--- config.mk ---
export PLATFORM = sky130hd
export DESIGN_NAME = supply_rail_monitor
export DESIGN_NICKNAME = d
export VERILOG_FILES = /design/src/rtl/supply_rail_monitor.sv
export SDC_FILE = /design/constraint.sdc
export NUM_CORES = 1
export LEC_CHECK = 0
export ABC_AREA = 1
export CORE_ASPECT_RATIO = 1.1
export CORE_UTILIZATION = 46
export DETAILED_ROUTE_END_ITERATION = 7
export PLACE_DENSITY = 0.79
export SLEW_MARGIN = 20
export SYNTH_ARGS = -nofsm -noshare
export SYNTH_HDL_FRONTEND = slang
export SYNTH_SLANG_ARGS = --single-unit
export TNS_END_PERCENT = 50
--- constraint.sdc ---
create_clock -name clk -period 2.55 [get_ports clk]
set_clock_uncertainty 0.2 [all_clocks]
set_input_delay 0.51 -clock clk [delete_from_list [all_inputs] [get_ports clk]]
set_output_delay 0.51 -clock clk [all_outputs]
set_load 0.01 [all_outputs]
--- src/rtl/supply_rail_monitor.sv ---
// supply_rail_monitor
// Multi-rail power-good monitor. Each rail's signed microvolt sample drives
// a debounced, hysteretic OFF / PEND_ON / ON / PEND_OFF state machine. The
// block reports per-rail power-good, on/off event pulses, sticky overvoltage
// flags and a registered all-rails-on summary.
module supply_rail_monitor #(
    parameter int NUM_CH    = 4,
    parameter int VW        = 32,
    parameter int ON_MIN_UV = 810000,
    parameter int ON_MAX_UV = 1320000,
    parameter int HYST_UV   = 20000,
    parameter int DEBOUNCE  = 4
) (
    input  logic                 clk,
    input  logic                 rst_n,
    input  logic                 sample_valid,
    input  logic [NUM_CH*VW-1:0] voltage_uv,
    input  logic [NUM_CH-1:0]    ov_clr,
    output logic [NUM_CH-1:0]    full_on,
    output logic [NUM_CH*2-1:0]  ch_state,
    output logic [NUM_CH-1:0]    on_evt,
    output logic [NUM_CH-1:0]    off_evt,
    output logic [NUM_CH-1:0]    ov_sticky,
    output logic                 all_on
);

    // Debounce counter only needs to reach DEBOUNCE.
    localparam int CW = $clog2(DEBOUNCE + 1);
    localparam logic [CW-1:0] DEB_C = CW'(DEBOUNCE);
    localparam logic [CW-1:0] ONE_C = CW'(1);

    // Thresholds carry one extra bit so that MAX+HYST cannot wrap.
    localparam logic signed [VW:0] MIN_T  = (VW+1)'(ON_MIN_UV);
    localparam logic signed [VW:0] MAX_T  = (VW+1)'(ON_MAX_UV);
    localparam logic signed [VW:0] HYST_T = (VW+1)'(HYST_UV);
    localparam logic signed [VW:0] MIN_H  = MIN_T - HYST_T;
    localparam logic signed [VW:0] MAX_H  = MAX_T + HYST_T;

    typedef enum logic [1:0] {
        ST_OFF      = 2'd0,
        ST_PEND_ON  = 2'd1,
        ST_ON       = 2'd2,
        ST_PEND_OFF = 2'd3
    } state_t;

    logic all_on_q;

    for (genvar gi = 0; gi < NUM_CH; gi++) begin : g_ch
        state_t           state_q, state_d;
        logic [CW-1:0]    cnt_q, cnt_d;
        logic             full_on_q, full_on_d;
        logic             on_evt_q, off_evt_q;
        logic             ov_q, ov_d;
        logic signed [VW:0] v;
        logic             in_win, out_hyst, over;

        // Sign-extend so negative samples compare as below the minimum.
        assign v        = {voltage_uv[gi*VW+VW-1], voltage_uv[gi*VW +: VW]};
        assign in_win   = (v >= MIN_T) && (v <= MAX_T);
        assign over     = (v > MAX_H);
        assign out_hyst = (v < MIN_H) || over;

        // Next-state, debounce count and sticky flag; all hold on invalid cycles.
        always_comb begin
            state_d = state_q;
            cnt_d   = cnt_q;
            ov_d    = ov_q;
            if (sample_valid) begin
                ov_d = over | (ov_q & ~ov_clr[gi]);
                case (state_q)
                    ST_OFF: begin
                        if (in_win) begin
                            if (DEBOUNCE == 1) begin
                                state_d = ST_ON;
                                cnt_d   = '0;
                            end else begin
                                state_d = ST_PEND_ON;
                                cnt_d   = ONE_C;
                            end
                        end
                    end
                    ST_PEND_ON: begin
                        if (!in_win) begin
                            state_d = ST_OFF;
                            cnt_d   = '0;
                        end else if (cnt_q + ONE_C == DEB_C) begin
                            state_d = ST_ON;
                            cnt_d   = '0;
                        end else begin
                            cnt_d   = cnt_q + ONE_C;
                        end
                    end
                    ST_ON: begin
                        if (out_hyst) begin
                            if (DEBOUNCE == 1) begin
                                state_d = ST_OFF;
                                cnt_d   = '0;
                            end else begin
                                state_d = ST_PEND_OFF;
                                cnt_d   = ONE_C;
                            end
                        end
                    end
                    default: begin
                        if (!out_hyst) begin
                            state_d = ST_ON;
                            cnt_d   = '0;
                        end else if (cnt_q + ONE_C == DEB_C) begin
                            state_d = ST_OFF;
                            cnt_d   = '0;
                        end else begin
                            cnt_d   = cnt_q + ONE_C;
                        end
                    end
                endcase
            end
            // A rail counts as on until it has been debounced off.
            full_on_d = (state_d == ST_ON) || (state_d == ST_PEND_OFF);
        end

        // Channel state, power-good and edge pulses, all registered.
        always_ff @(posedge clk or negedge rst_n) begin
            if (!rst_n) begin
                state_q   <= ST_OFF;
                cnt_q     <= '0;
                full_on_q <= 1'b0;
                on_evt_q  <= 1'b0;
                off_evt_q <= 1'b0;
                ov_q      <= 1'b0;
            end else begin
                state_q   <= state_d;
                cnt_q     <= cnt_d;
                full_on_q <= full_on_d;
                on_evt_q  <= full_on_d & ~full_on_q;
                off_evt_q <= ~full_on_d & full_on_q;
                ov_q      <= ov_d;
            end
        end

        assign full_on[gi]           = full_on_q;
        assign on_evt[gi]            = on_evt_q;
        assign off_evt[gi]           = off_evt_q;
        assign ov_sticky[gi]         = ov_q;
        assign ch_state[gi*2 +: 2]   = state_q;
    end

    // Summary flag, one cycle behind the per-rail power-good bits.
    always_ff @(posedge clk or negedge rst_n) begin
        if (!rst_n) begin
            all_on_q <= 1'b0;
        end else begin
            all_on_q <= &full_on;
        end
    end

    assign all_on = all_on_q;

endmodule
==> summary.md <==
| Metric | Value |
|---|---|
| Drt pass-1 iters | 5 |
| Vias | 5,276 |
| Req. time, crit path | 2.58 ns |
| FF-to-FF path depth | 11 |
| WL/cell | 11.2 um |
| Commonest cells after routing, fill and taps aside | 255 x nand2_1, 159 x nor2_1, 158 x clkdlybuf4s50_1, 111 x inv_1, 73 x nand3_1 |
| Post-CTS Resized | 0 |
| Asr flop ratio synth | 1.00 |
| N_diodes | 0 |
| Clk sink count | 37 |
| Worst r2r src | g_ch[2].cnt_q[0] |
| Post-synthesis register bit count | 37 |
| HPWL after detailed placement | 9.84 mm |
| FMAX | 440 MHz |
| Clock transition at path regs | 0.08 ns |
| Relative slew slack | 0.456 |
| Mapped Area | 4240 sq um |
| Pwr Density | 557 nW/um^2 |
| Worst hold margin | 0.112 ns |
| Largest net degree at the start of global routing | 38 |
| CTS Hold Bufs | 0 |
| HP Class | input port to async pin |
| Largest fanout on the critical path | 6 |
| ANT nets after route | 0 |
| Row count | 36 |
| Max-Cap Viols | 0 |
| Total power | 3340 uW |
| WL final | 11.7 mm |
| Yosys warns | 0 |
| Number of port buffers | 159 |
| GRT Total Usage | 0.246 |
| Crit Path Category | input port to flop |
| Commonest non-fill, non-tap cell in the layout | nand2_1 |
| CTS tree | done |
| Lkg Pwr | 0.00293 uW |
| Global-route wire length before repair | 19.5 mm |
| Crit. Startpoint | voltage_uv[42] |
| Worst Path Arrival | 2.31 ns |
| VDD IR-drop max | 243 uV |
| Core box area | 8920 sq um |
| Period utilization | 0.891 |
| Final slew viol count | 0 |
| Die Ht | 103 um |
| Number of synthesized flops with an enable pin | 0 |
| Fill count | 843 |
| Starting Density | 0.475 |
| Clk root buf | clkbuf_8 |
| RSZ-0062 raised after global routing | false |
| Clk buf depth | 2 |
| CTS buffer count | 5 |
| Share of cells above drive strength 1 | 0.0490 |
| Register cell area after layout | 926 sq um |
| Multi-input gate area | 2760 sq um |
| Initial antenna violation count | 0 |
| H-tree depth | 2 |
| I/O pin count | 160 |
| Vias in the first global route | 4,898 |
| Post-synthesis sequential area ratio | 0.218 |
| Layout Cells excl Fill | 1,053 |
| Place WS | -0.0303 ns |
| Worst Setup Start Kind | input port |
| CP endpoint kind | flop |
| Crit Reg-Reg Endpoint | g_ch[2].cnt_q[0] |
| Outcome | complete, no violations |
| Netlist cell types | 32 |
| Fin crit period | 2.27 ns |
| Post-Syn Nets | 924 |
| Endpoints failing setup | 0 |
| Post-CTS setup buffer count | 0 |
| Fin. Hold Viols | 0 |
| Clk_lat worst skew | 0.29 ns |
| Syn-to-layout area delta | 41.5% |
| Placed cells | 1,045 |
| Finished Core Util | 0.672 |
| DRT iter0 DRCs | 210 |
| Worst reg2reg setup slack | 0.37 ns |
| Syn Area/Cell | 5.43 sq um |
| Grt total ovfl | 0 |
| Final worst setup slack | 0.277 ns |
| Area of the die | 9600 sq um |
| RePlAce Congestion | 0.926 |
| Final nets | 1,081 |
| Chip width | 93.5 um |
| DRC | 0 |
| Dominant synthesized flop cell | dfrtp_1 |
| Post-Synthesis Cells | 781 |
| Via density | 5.01 |
| Worst slew pin tran | 0.816 ns |
report_power, final:
part           switching, uW  internal, uW
clock                    209           188
sequential               246           827
combinational            974           894
kinds of logic after synthesis:
family,count (synthesis),share of synthesized area
XOR/XNOR,2,0.00413
buffers and inverters,132,0.131
flip-flops,37,0.218
AND/OR/NAND/NOR,551,0.552
adder cells (fa/ha/maj),8,0.0236
AO/OA/AOI/OAI,51,0.0703
flip-flops by register name (all words and copies together) (netlist names):
| register | cells |
|---|---|
| g_ch.ov_q | 4 |
| g_ch.state_q | 8 |
| g_ch.on_evt_q | 4 |
| all_on | 1 |
| g_ch.off_evt_q | 4 |
| g_ch.cnt_q | 12 |
| g_ch.full_on_q | 4 |
through the flow:
stage               setup TNS [ns]  area, sq um
CTS                              0         6000
global route                     0         6000
floorplan                        0         4240
detailed placement         -0.0583         5910
global placement                 0         5910
finish                           0         6000
Yosys cell counts (3+ instances only):
cell type | number | share of area
nor2_2 | 7 | 0.010
nor2_1 | 159 | 0.14
inv_1 | 111 | 0.098
a21oi_2 | 4 | 0.0083
a21oi_1 | 27 | 0.032
nand2_2 | 3 | 0.0044
dfrtp_1 | 37 | 0.22
buf_4 | 16 | 0.028
nand3_2 | 5 | 0.012
nand3_1 | 73 | 0.086
nor3_1 | 12 | 0.014
ha_1 | 8 | 0.024
nand2_1 | 255 | 0.23
o21ai_0 | 14 | 0.017
nand4_1 | 19 | 0.028
or2_2 | 3 | 0.0044
nand3b_1 | 9 | 0.016
routing by layer:
| metal | global-route usage | up-vias | share of wire |
|---|---|---|---|
| met4 | 0.0970 | 0 | 0.027 |
| met2 | 0.468 | 198 | 0.49 |
| met1 | 0.277 | 2302 | 0.41 |
| li1 | - | 2744 | - |
| met5 | 0 | - | 0 |
| met3 | 0.0347 | 32 | 0.065 |
worst max-delay path, cell delays in order:
cell	delay, ns
clkdlybuf4s50_1	0.54
nand2_1	0.11
nor3_1	0.20
nand2_1	0.08
nand2_1	0.07
nand2_1	0.06
a21oi_2	0.26
nand2_1	0.09
nand2_1	0.08
nand2_1	0.06
nor2_2	0.11
nand2_1	0.08
nand2_1	0.06
how the worst max path moves through the flow:
| stage | end | cells after the start |
|---|---|---|
| 5_1_grt | g_ch[2].cnt_q[0] | 14 |
| 3_3_place_gp | g_ch[0].cnt_q[0] | 13 |
| 2_1_floorplan | g_ch[2].cnt_q[0] | 11 |
| 4_1_cts | g_ch[0].cnt_q[0] | 13 |
| 3_5_place_dp | g_ch[0].cnt_q[0] | 13 |
| 6_report | g_ch[1].cnt_q[0] | 13 |
area by class of cell:
cell class,count,area share
multi-input combinational,612,0.460
sequential,37,0.154
clock buffer,5,0.0115
tap,114,0.0238
timing repair buffer,169,0.277
clock inverter,3,0.00292
inverter,113,0.0707
(Power assumes the default switching activity.)
